[src/rtl/replay_sequencer.sv]
// replay_sequencer: replays ROM messages onto a valid/ready port, free-run or single-step.
// Define STEP_DEBOUNCE_EN to add a DEBOUNCE_CYCLES stability filter on the step button.
module replay_sequencer #(
  parameter int ADDR_W          = 10,
  parameter int MSG_W           = 64,
  parameter int NUM_MSGS        = 1000,
  parameter int GAP_CYCLES      = 16,
  parameter int DEBOUNCE_CYCLES = 50
) (
  input  logic              sys_clk,
  input  logic              rst_n,
  input  logic              start,
  input  logic              run_mode,
  input  logic              step,
  output logic [ADDR_W-1:0] rom_addr,
  output logic              rom_rd,
  input  logic [MSG_W-1:0]  rom_data,
  output logic [MSG_W-1:0]  msg_data,
  output logic              msg_valid,
  input  logic              msg_ready,
  output logic [ADDR_W:0]   msg_count,
  output logic              busy,
  output logic              done
);
  typedef enum logic [2:0] {IDLE, FETCH, LOAD, OFFER, GAP, WAIT_STEP, DONE} state_t;
  localparam int GW = GAP_CYCLES > 1 ? $clog2(GAP_CYCLES) : 1;
  state_t state_q, state_d;
  logic [ADDR_W-1:0] addr_q, addr_d;
  logic [ADDR_W:0] count_q, count_d;
  logic [MSG_W-1:0] data_q, data_d;
  logic [GW-1:0] gap_q, gap_d;
  logic sync1_q, sync2_q, step_prev_q, step_filt, step_rise, last;
`ifdef STEP_DEBOUNCE_EN
  localparam int DW = $clog2(DEBOUNCE_CYCLES + 1) > 0 ? $clog2(DEBOUNCE_CYCLES + 1) : 1;
  logic [DW-1:0] deb_q, deb_d;
  logic filt_q, filt_d;
  always_comb begin
    deb_d = '0;
    filt_d = filt_q;
    if (sync2_q != filt_q) begin
      filt_d = int'(deb_q) >= DEBOUNCE_CYCLES - 1 ? sync2_q : filt_q;
      deb_d = int'(deb_q) >= DEBOUNCE_CYCLES - 1 ? '0 : deb_q + 1'b1;
    end
  end
  always_ff @(posedge sys_clk) begin
    if (!rst_n) begin
      deb_q <= '0;
      filt_q <= 1'b0;
    end else begin
      deb_q <= deb_d;
      filt_q <= filt_d;
    end
  end
  assign step_filt = filt_q;
`else
  assign step_filt = sync2_q;
`endif
  assign step_rise = step_filt & ~step_prev_q;
  assign last = int'(count_q) == NUM_MSGS - 1;
  always_comb begin
    state_d = state_q;
    addr_d = addr_q;
    count_d = count_q;
    data_d = data_q;
    gap_d = gap_q;
    if (start) begin
      state_d = NUM_MSGS == 0 ? DONE : run_mode ? FETCH : WAIT_STEP;
      addr_d = '0;
      count_d = '0;
    end else begin
      case (state_q)
        FETCH: state_d = LOAD;
        LOAD: begin
          data_d = rom_data;
          state_d = OFFER;
        end
        OFFER: if (msg_ready) begin
          count_d = count_q + 1'b1;
          addr_d = last ? addr_q : addr_q + 1'b1;
          gap_d = '0;
          state_d = last ? DONE : !run_mode ? WAIT_STEP : GAP_CYCLES > 0 ? GAP : FETCH;
        end
        GAP: begin
          gap_d = gap_q + 1'b1;
          state_d = int'(gap_q) >= GAP_CYCLES - 1 ? FETCH : GAP;
        end
        WAIT_STEP: state_d = run_mode || step_rise ? FETCH : WAIT_STEP;
        default: ;
      endcase
    end
  end
  always_ff @(posedge sys_clk) begin
    if (!rst_n) begin
      state_q <= IDLE;
      addr_q <= '0;
      count_q <= '0;
      data_q <= '0;
      gap_q <= '0;
      sync1_q <= 1'b0;
      sync2_q <= 1'b0;
      step_prev_q <= 1'b0;
    end else begin
      state_q <= state_d;
      addr_q <= addr_d;
      count_q <= count_d;
      data_q <= data_d;
      gap_q <= gap_d;
      sync1_q <= step;
      sync2_q <= sync1_q;
      step_prev_q <= step_filt;
    end
  end
  assign rom_addr = addr_q;
  assign rom_rd = state_q == FETCH;
  assign msg_data = data_q;
  assign msg_valid = state_q == OFFER;
  assign msg_count = count_q;
  assign busy = state_q != IDLE && state_q != DONE;
  assign done = state_q == DONE;
endmodule

[config.mk]
export PLATFORM = sky130hd
export DESIGN_NAME = replay_sequencer
export DESIGN_NICKNAME = d
export VERILOG_FILES = /design/src/rtl/replay_sequencer.sv
export SDC_FILE = /design/constraint.sdc
export NUM_CORES = 1
export LEC_CHECK = 0
export BUFFER_PORTS_ARGS = -buffer_cell sky130_fd_sc_hd__clkbuf_2
export CORE_ASPECT_RATIO = 0.9
export CORE_MARGIN = 2
export CORE_UTILIZATION = 43
export CTS_CLUSTER_DIAMETER = 200
export DETAILED_ROUTE_END_ITERATION = 16
export GPL_TIMING_DRIVEN = 0
export MAX_ROUTING_LAYER = met4
export PLACE_DENSITY = 0.74
export REMOVE_ABC_BUFFERS = 1
export SLEW_MARGIN = 25
export SYNTH_ARGS = -nofsm -noshare
export SYNTH_HDL_FRONTEND = slang
export SYNTH_SLANG_ARGS = --single-unit
export TNS_END_PERCENT = 100
[constraint.sdc]
create_clock -name sys_clk -period 1.6 [get_ports sys_clk]
set_input_delay 0.24 -clock sys_clk [delete_from_list [all_inputs] [get_ports sys_clk]]
set_output_delay 0.24 -clock sys_clk [all_outputs]
set_load 0.01 [all_outputs]
* Yosys cells after proc, flatten, opt, wreduce, memory -nomap -nowiden
Index checks and enable logic that the tools add are counted.
** Storage, ports and cells
- Bits of input ports :: 70
- Output and inout port bits :: 89
- Bits in registers :: 95
- Word-level logic and storage cells :: 48
** Cells by class
- $lt $le $gt $ge :: 1
- Eq/ne operators :: 10
- Add/sub/neg operators :: 3
- Bitwise gates (word level) :: 5
- Reductions and logical operators :: 11
- Muxes and demuxes :: 10
** Operator list (number)
- 2-to-1 mux 3 bit :: 5
- case mux 3 bit (5 select lines) :: 1
- adder 11 x 1 -> 11 bit (second input constant) :: 1
- equality test 11 bit (second input constant) :: 1
- adder 10 x 1 -> 10 bit (second input constant) :: 1
- equality test 3 bit (second input constant) :: 3
- case mux 4 bit (2 select lines) :: 1
- equality test 3 x 2 -> 1 bit (second input constant) :: 2
- AND reduction 2 bit :: 3
- AND reduction 3 bit :: 2
- nonzero test 6 bit :: 1
- adder 4 x 1 -> 4 bit (second input constant) :: 1
- >= comparator 4 bit (second input constant) :: 1
- 2-to-1 mux 4 bit :: 1
- NOT 1 bit :: 4
- equality test 3 x 1 -> 1 bit (second input constant) :: 1
- inequality test 3 x 2 -> 1 bit (second input constant) :: 1
- inequality test 3 bit (second input constant) :: 1
- nonzero test 3 bit :: 1
- 2-to-1 mux 2 bit :: 1
- inequality test 2 x 1 -> 1 bit (second input constant) :: 1
- nonzero test 2 bit :: 1
- OR reduction 2 bit :: 1
- AND 1 bit :: 1
- other kinds (3) :: 3

* Logic depth before layout (Yosys ltp)
Gate-level depths: netlist of the first run.
- Depth in word-level cells :: 6
- Gate-level depth with buffers :: 7
- Gate-level depth less buffers :: 5

* Least setup slack after synthesis of the first run
OpenSTA, ideal clock, no wires.
- Path kind :: reg2reg
- Start point :: register count_q[0], in the netlist msg_count[0]
- End point :: register addr_q[7], in the netlist rom_addr[7]
- Required time :: 1530 ps
- Path buffers :: 1
- Setup slack :: -192 ps
- Cell stages (with the launch flop) :: 7
- Setup time :: 70 ps
- Period minus slack after synthesis :: 1792 ps
- Data arrival time :: 1722 ps
- Path through :: dfxtp_1 > ha_1 > nor4bb_1 > a31o_1 > buf_2 > or4_1 > a21oi_1
** On the way
- Word-level cells in the longest chain between the ends :: 3
** RTL lines
- start: declaration :: line 29 : logic [ADDR_W:0] count_q, count_d;
- start signal: assignment :: line 105 : count_q <= count_d;
- equality test 11 bit :: line 59 : assign last = int'(count_q) == NUM_MSGS - 1;
- NOT 1 bit (no line)
- AND reduction 3 bit (no line)
- end signal: assignment :: line 104 : addr_q <= addr_d;
- end: declaration :: line 28 : logic [ADDR_W-1:0] addr_q, addr_d;
No other way between the ends.
A chain may end at the register's enable or synchronous reset.

* Worst setup path in the final report of the first run
- Start point :: register state_q[2]
- End point :: register addr_q[8], in the netlist rom_addr[8]
** On the way
- Word-level cells in the longest chain between the ends :: 2
** RTL lines
- start: declaration :: line 27 : state_t state_q, state_d;
- start signal: assignment :: line 103 : state_q <= state_d;
- equality test 3 x 2 -> 1 bit :: line 71 : case (state_q)
- AND reduction 3 bit (no line)
No other way between the ends.

==> run_results.csv, run 1 <==
group,metric,value,unit
setup_path,critPathCaptureType,"register",
min_path,hold_class,"input pin to register",
sta,slew_viol_final,0,
sta,fin_crit_sh,101.2,%
sta,worst_slack,-19.56,ps
power,power_frac_clock,34.7,%
setup_path,cp_slowest_stage_delay,470,ps
grt,grt_pass1_wl,16160,um
sta,final-hold-violation-count,0,
synth,synth_area,0.003852,mm^2
clock_network,cts-buffers-inserted,9,
grt,antenna_found_initial,0,
place,dp_cells,705,
power,swShare,23.93,%
power,pwr_density_cell,822.4,mW/mm^2
drt,post_drt_wl_per_cell,13.59,um
sta,fin_crit,1620,ps
drt,drc,0,
sta,rsz0062_at_grt,"yes",
synth,synth.largest_area_cell,"dfxtp_1",
run_status,violations,"negative setup slack",
grt,grt_start_max_net_pins,76,
drt,drt-total-wl,10040,um
drt,first_pass_iters,4,
clock_network,cts_max_path_buffers,2,
floorplan,die_h,93.80,um
finish,layout-drive-gt1-share,34.19,%
floorplan,die-area,0.009733,mm^2
sta,setup_viol,3,
setup_path,critical_path_class,"register to register",
clock_network,clkSlewWorstSetupHoldPaths,100,ps
finish,final_nets,688,
finish,fill_cells,788,
finish,most-common-layout-cells,"clkbuf_2, nand2_1, dfxtp_1",
finish,num_antenna_cells,0,
drt,vias_per_cell,5.028,
power,p_int,3220,uW
grt,grt_usage,20.92,%
setup_path,crit_fanout,9,
synth,synth_area_per_cell,8.448,um^2
finish,final_common_cell,"clkbuf_2",
synth,synth_area_leaders,"dfxtp_1, nand2_1, a21boi_0",
grt,grt_pass1_vias,3508,
floorplan,initial_core_util,44.55,%
power,p_leak,0.002119,uW
synth,netlist-cell-type-count,43,
clock_network,cts.sinks,95,
floorplan,rows,32,
place,portBuffers,158,
place,gp_congestion,0.8478,
clock_network,cts-root-buf,"clkbuf_8",
setup_path,crit_buf_inv,1,
setup_path,worst_setup_path_start_kind,"register",
synth,synthCells,456,
floorplan,core_region_area,0.008648,mm^2
setup_path,worstPathCellList,"nand4b_1 > buf_4 > a31o_4 > or4_1 > a21oi_1",
synth,ys_seq_area_share,49.37,%
sta,setup_tns,-28.45,ps
synth,synth_warnings,0,
finish,area_growth,33.61,%
sta,slew_headroom,69.36,%
sta,fmax,617.5,MHz
setup_path,worstPathArrival,1900,ps
grt,overflow,0,
power,ir_drop,0.0006221,V
sta,tightest_slew,459.6,ps
clock_network,insertion_delay,350,ps
clock_network,htreeDepth,3,
floorplan,die_w,103.8,um
setup_path,path_delay_family,"simple AND/OR/NAND/NOR gates",
power,p_seq_share,57.2,%
drt,drt_iter0_drc,127,
power,switching_power,1013,uW
synth,yosys.area.top_type_share,49.37,%
drt,vias,3716,
run,cap_violations,0,
clock_network,cts_tree,"yes",
sta,skew,13.52,ps
power,combPwrFrac,8.0,%
setup_path,required,1880,ps
synth,synth-seq-cells,95,
place,hpwl,6494,um
setup_path,crit_path_top_delay_cell,"or4_1",
power,p_total,4233,uW
drt,ant_nets,0,
run_status,status,"finished, violations left",
finish,final_cells,739,
floorplan,ios,159,
## cell type report
class,count,area [um^2],area share [%]
Clock inverter,4,28.78,0.5591
Clock buffer,12,155.1,3.014
Inverter,4,15.01,0.2917
Multi-Input combinational cell,329,1931,37.51
Sequential cell,95,1922,37.34
Timing Repair Buffer,176,947.2,18.40
Tap cell,119,148.9,2.893
## timing repair
action	4_1_cts	5_1_grt
hold buffers	0	0
setup endpoints to repair	93	37
resized for setup	21	14
setup buffers	7	8
pin swaps	10	3
gates cloned	3	0
## flip-flops by register name, indices dropped and copies added, names as in the netlist
| signal | count |
|---|---|
| msg_data | 64 |
| msg_count | 11 |
| state_q | 3 |
| rom_addr | 10 |
| step_filt | 1 |
| step_prev_q | 1 |
| gap_q | 4 |
| sync1_q | 1 |
## synth_stat cells (all sizes together)
master	n
nand2	141
dfxtp	95
a21boi	66
clkbuf	26
nor2	13
a21oi	12
o21ai	10
xor2	9
nand3	8
nand4	7
or3	7
and2	6
nor2b	6
buf	5
inv	4
or4	4
and4	3
ha	3
nor3b	3
o31ai	3
a41oi	2
and3	2
nand2b	2
o211ai	2
o311a	2
a22oi	1
a311oi	1
a31o	1
a31oi	1
and4b	1
nand3b	1
nand4b	1
nor3	1
nor4	1
nor4bb	1
o211a	1
o21a	1
o221ai	1
o31a	1
xnor2	1
## worst paths after layout
kind	end	startpoint	slack, ps	cells past startpoint
setup / recovery	rom_addr[8]	state_q[2]	-20	5
hold / removal	msg_data[31]	rom_data[31]	90	3
setup reg to reg	rom_addr[8]	state_q[2]	-20	5
hold reg to reg	step_filt	sync1_q	440	1
## cells by family after synthesis
family / synth area share (%)
AOI/OAI and AO/OA: 19.39
xor gates and xnor gates: 2.274
adders and majority gates: 0.9744
buffers and inverters: 3.540
DFF: 49.37
and+or+nand+nor: 24.46
## stage by stage
stage	utilization [%]	area, um^2	hold slack, ps	setup WS, ps
finish	59.52	5147	92.82	-19.56
floorplan	-	3731	361.7	-1173
CTS	58.33	5045	83.27	-29.21
global route	59.52	5147	91.61	-67.71
detailed placement	54.56	4718	424.0	-589.2
global placement	54.01	4671	425.2	-2271
## worst min-delay path, delay by kind of cell
kind                   cells  cell delay [ps]
buffers and inverters      1               80
and+or+nand+nor            1               40
AOI/OAI and AO/OA          1               50
## power by group through the flow
stage / registers [uW] / logic, uW / clock network [uW]
finish: 2420 / 340 / 1470
CTS: 2430 / 311 / 1510
global route: 2430 / 377 / 1600
detailed placement: 2490 / 296 / 0
global placement: 2480 / 288 / 0
floorplan: 2490 / 116 / 0
## metal layers
| layer | GRT usage (%) | share of wire (%) |
|---|---|---|
| met5 | - | 0 |
| met4 | 8.784 | 2.6 |
| met3 | 4.924 | 5.0 |
| met2 | 35.54 | 50 |
| met1 | 24.09 | 43 |
(Power assumes the default switching activity.)
==> run 2: changes to the inputs <==
CORE_UTILIZATION = 50   (was 43)
GPL_ROUTABILITY_DRIVEN = 0   (was unset)
PLACE_DENSITY = 0.81   (was 0.74)
clock period = 1.9 ns   (was 1.6 ns; I/O delays follow)
==> run_results.csv, run 2 (same netlist as run 1, synthesis figures left out) <==
group,metric,value,unit
power,power_frac_clock,34.8,%
sta,skew,10.71,ps
drt,drt-total-wl,9173,um
clock_network,cts_max_path_buffers,2,
sta,slew_viol_final,0,
finish,num_antenna_cells,0,
finish,final_common_cell,"clkbuf_2",
power,pwr_density_cell,716.1,mW/mm^2
setup_path,worstPathCellList,"nand4b_1 > a31o_4 > or4_1 > a21oi_1",
setup_path,reg2regPathDepth,4,
finish,area_growth,27.80,%
grt,grt_start_max_net_pins,76,
power,ir_drop,0.0003848,V
clock_network,hold_buffers,0,
drt,first_pass_iters,4,
clock_network,cts-buffers-inserted,9,
drt,drc,0,
setup_path,worstPathArrival,2070,ps
setup_path,crit_path_top_delay_cell,"dfxtp_2",
power,switching_power,834.1,uW
run_status,status,"complete, no violations",
power,swShare,23.66,%
setup_path,timing.rr.end,"rom_addr[7]",
drt,post_drt_wl_per_cell,13.09,um
sta,fin_crit_sh,94.59,%
setup_path,crit_buf_inv,0,
setup_path,worst_setup_path_start_kind,"register",
place,dp_slack,-362.7,ps
setup_path,critical_path_class,"register to register",
clock_network,cts_tree,"yes",
setup_path,regToRegSetupSlack,100,ps
clock_network,htreeDepth,3,
finish,layout-drive-gt1-share,31.57,%
min_path,whs_path_depth,2,
drt,vias_per_cell,5.180,
drt,drt_iter0_drc,106,
setup_path,reg2reg_from,"state_q[0]",
power,p_total,3526,uW
setup_path,required,2170,ps
sta,worst_slack,102.8,ps
clock_network,cts.sinks,95,
power,p_leak,0.002052,uW
place,post_dp_cell_area,0.004705,mm^2
setup_path,crit_fanout,20,
grt,grt_pass1_vias,3257,
grt,antenna_found_initial,0,
finish,most-common-layout-cells,"clkbuf_2, nand2_1, dfxtp_1",
drt,ant_nets,0,
sta,fin_crit,1797,ps
floorplan,ios,159,
sta,whs,137.0,ps
setup_path,crit_start,"state_q[0]",
grt,grt_usage,23.17,%
clock_network,clkSlewWorstSetupHoldPaths,90,ps
place,portBuffers,158,
floorplan,initial_core_util,51.32,%
floorplan,die_h,87.28,um
finish,final_nets,673,
place,hpwl,6502,um
sta,slew_headroom,56.36,%
floorplan,die_w,96.53,um
setup_path,critPathCaptureType,"register",
sta,setup_tns,0,ps
sta,fmax,556.4,MHz
min_path,hold_class,"input pin to register",
power,p_seq_share,58.1,%
grt,overflow,0,
clock_network,insertion_delay,350,ps
power,combPwrFrac,7.1,%
floorplan,rows,30,
min_path,min_to,"sync1_q",
sta,rsz0062_at_grt,"no",
floorplan,die-area,0.008424,mm^2
finish,largest_reg_flops,64,
sta,final-hold-violation-count,0,
grt,grt_pass1_wl,14780,um
run,cap_violations,0,
floorplan,core_region_area,0.007507,mm^2
finish,stdcell_area,0.004923,mm^2
sta,setup_viol,0,
sta,tightest_slew,654.6,ps
setup_path,cp_slowest_stage_delay,510,ps
clock_network,cts-root-buf,"clkbuf_8",
min_path,hp-start,"step",
setup_path,path_delay_family,"simple AND/OR/NAND/NOR gates",
drt,vias,3631,
power,p_int,2691,uW
run 2: changes by cell type in the layout (fill, tap and decap cells not counted), sizes merged:
cell      change
a31o          -2
buf          -13
clkinv        +4
clkinvlp      -2
inv           -1
or3           -1
run 2: area by class of cell:
type	count	area, um^2
clock inverter	5	32.53
timing repair buffer	164	853.3
tap	96	120.1
inverter	4	15.01
sequential	95	1908
clock buffer	11	151.4
multi-input combinational	326	1843
fill	670	2584
run 2: stage by stage:
stage                     std cells  utilization, %
after detailed placement        683           62.67
final                           701           65.58
after global routing            701           65.58
after CTS                       700           65.27
after global placement          679           61.83
after floorplan                 425               -
run 2: worst max-delay path by stage:
stage,to,depth (start not counted),slack [ps]
final,rom_addr[7],4,100
after global routing,rom_addr[7],4,20
after CTS,rom_addr[9],5,20
after detailed placement,msg_data[24],8,-360
after global placement,msg_data[28],4,-1960
after floorplan,msg_data[0],4,-870
run 2: what timing repair did:
item                       in CTS  in global routing
gates cloned                    0                  0
gates resized for setup         4                  6
pin swaps                       2                  0
buffers inserted                1                  2
setup endpoints to repair      49                 46
run 2: power groups by stage:
stage                     registers, uW  clock network (uW)  logic (uW)
final                              2050                1230         250
after floorplan                    2100                   0        97.3
after detailed placement           2090                   0         250
after global routing               2050                1350         281
after CTS                          2050                1270         252
after global placement             2090                   0         242
run 2: metal layers:
layer  track usage, %  share of wire (%)  up-vias
met5                -                  0        -
met3            8.831                6.9       18
met4            7.298                2.1        0
li1                 -                  -     1825
met1            26.87                 43     1675
met2            37.18                 48      113
run 2: worst register-to-register path: cells and delay by family, from the launching register on:
kind | cells | cell delay [ps]
AND/OR/NAND/NOR | 2 | 740
flip-flops | 1 | 510
AO/OA/AOI/OAI | 2 | 480
==> run 3: changes to the inputs <==
ABC_AREA = 1   (was unset)
PLACE_DENSITY = 0.8   (was 0.81)
==> run_results.csv, run 3 <==
group,metric,value,unit
setup_path,regToRegSetupSlack,160,ps
synth,synth-seq-cells,95,
setup_path,worstPathArrival,1990,ps
grt,grt_usage,24.09,%
drt,vias,3972,
grt,overflow,0,
finish,final_cells,791,
synth,synth_area_per_cell,7.207,um^2
drt,first_pass_iters,4,
place,portBuffers,158,
sta,final-hold-violation-count,0,
synth,async_reset_ff_share,0,%
synth,synth_top_family_by_area,"simple AND/OR/NAND/NOR gates",
power,pwr_density_cell,822.0,mW/mm^2
finish,num_antenna_cells,0,
synth,synth.largest_area_cell,"dfxtp_1",
setup_path,worst_setup_path_start_kind,"register",
power,p_leak,0.002261,uW
finish,most-common-layout-cells,"clkbuf_2, nor2_1, dfxtp_1",
drt,drt_iter0_drc,166,
floorplan,die-area,0.008536,mm^2
finish,layout-drive-gt1-share,27.77,%
finish,regArea,0.001902,mm^2
clock_network,cts_tree,"yes",
finish,fill_cells,663,
finish,multi_input_area,0.001768,mm^2
drt,drc,0,
finish,final_common_cell,"clkbuf_2",
sta,fin_crit_sh,91.43,%
setup_path,crit_fanout,64,
synth,yosys.area.top_type_share,48.69,%
setup_path,worstPathCellList,"inv_2 > nand2_4 > nor2_2 > nand2_4 > buf_12 > clkinv_8 > nor2_1 > nor2_1",
synth,yosys_most_used_dff,"dfxtp_1",
synth,synth_warnings,0,
clock_network,cts.sinks,95,
floorplan,rows,30,
setup_path,path_delay_family,"simple AND/OR/NAND/NOR gates",
synth,ys_seq_area_share,48.69,%
drt,vias_per_cell,5.021,
min_path,hold_class,"input pin to register",
floorplan,die_w,97.17,um
sta,fin_crit,1737,ps
sta,setup_viol,0,
floorplan,initial_core_util,51.77,%
sta,worst_slack,162.8,ps
setup_path,required,2150,ps
min_path,hp-start,"step",
synth,synth_area,0.003906,mm^2
sta,slew_viol_final,0,
clock_network,htreeDepth,3,
grt,grt_pass1_wl,16300,um
drt,post_drt_wl_per_cell,12.41,um
run,cap_violations,0,
sta,slew_headroom,58.39,%
synth,post-synth-top-count-cell,"nor2_1",
power,ir_drop,0.0005785,V
setup_path,crit_buf_inv,3,
setup_path,crit_path_top_delay_cell,"dfxtp_1",
drt,ant_nets,0,
finish,final_nets,763,
synth,yosys.area_share.xor_xnor,1.121,%
sta,tightest_slew,624.2,ps
run_status,status,"complete, no violations",
grt,grt_pass1_vias,3692,
min_path,whs_path_depth,3,
setup_path,timing.rr.end,"msg_data[15]",
clock_network,cts-buffers-inserted,9,
clock_network,cts-root-buf,"clkbuf_8",
synth,synthCells,542,
clock_network,insertion_delay,360,ps
place,post_dp_cell_area,0.004733,mm^2
drt,drt-total-wl,9817,um
synth,synth.area.mux_share,0,%
place,dp_cells,775,
clock_network,clkSlewWorstSetupHoldPaths,100,ps
finish,largest_reg_flops,64,
clock_network,post_cts_buffers,0,
floorplan,die_h,87.85,um
min_path,min_to,"sync1_q",
setup_path,critPathCaptureType,"register",
synth,yosys.area_share.simple,30.65,%
sta,skew,12.88,ps
synth,synth_fa_ha_area_share,0.9609,%
grt,grt_start_max_net_pins,72,
setup_path,reg2regPathDepth,8,
sta,whs,124.0,ps
place,hpwl,7009,um
setup_path,reg2reg_from,"state_q[2]",
finish,stdcell_area,0.004956,mm^2
setup_path,critical_path_class,"register to register",
synth,synth_commonest_cells,"nor2_1, dfxtp_1, nand2_1",
sta,fmax,575.6,MHz
synth,synth-compound-area-share,12.33,%
synth,synth_edf_count,0,
clock_network,cts_max_path_buffers,2,
finish,area_growth,26.87,%
grt,antenna_found_initial,0,
place,dp_slack,-541.8,ps
synth,netlist-cell-type-count,26,
setup_path,cp_slowest_stage_delay,420,ps
synth,synth_area_leaders,"dfxtp_1, nor2_1, nand2_1",
floorplan,ios,159,
power,p_total,4074,uW
floorplan,core_region_area,0.007545,mm^2
## run 3: cell type report
class,instances,share of cell area [%]
clock buffers,10,2.777
clock inverters,6,1.363
inverters,36,2.979
multi-input cells,389,35.67
flip-flops and latches,95,38.37
well taps,96,2.424
repair buffers,159,16.41
## run 3: where the power goes
group / switching [uW] / internal (uW)
Combinational: 326 / 219
Clock: 731 / 649
Sequential: 61.4 / 2090
Total: 1120 / 2950
## run 3: cells by family after synthesis
| family | Yosys count |
|---|---|
| simple gates | 286 |
| fa+ha+maj | 3 |
| compound gates | 95 |
| xor+xnor | 5 |
| buf+inv | 58 |
| flops | 95 |
## run 3: how the worst max path moves through the flow
stage	startpoint	to	slack, ps	depth (start not counted)
6_report	state_q[2]	msg_data[15]	160	8
5_1_grt	state_q[2]	msg_data[20]	-8	8
4_1_cts	state_q[2]	msg_data[15]	30	8
3_5_place_dp	rst_n	msg_count[0]	-540	6
3_3_place_gp	state_q[2]	msg_data[50]	-1420	7
2_1_floorplan	state_q[2]	msg_data[0]	-460	7
## run 3: timing repair
item	4_1_cts	5_1_grt
cloned	0	0
setup endpoints to repair	77	64
hold buffers	0	0
resized for setup	2	3
## run 3: through the flow
stage | setup TNS, ps | util (%)
5_1_grt | -7.832 | 65.69
2_1_floorplan | -29580 | -
3_3_place_gp | -96170 | 62.40
3_5_place_dp | -7588 | 62.74
4_1_cts | 0 | 65.52
6_report | 0 | 65.69
## run 3: layer usage
metal / up-vias / track usage (%) / wire [um]
li1: 2023 / - / -
met1: 1786 / 26.76 / 4179
met2: 141 / 40.66 / 4674
met3: 22 / 8.540 / 767
met4: 0 / 8.579 / 195
met5: - / - / 0
## run 3: worst min-delay path, delay by kind of cell
family | cells | cell delay [ps]
simple gates | 1 | 50
buf+inv | 2 | 120
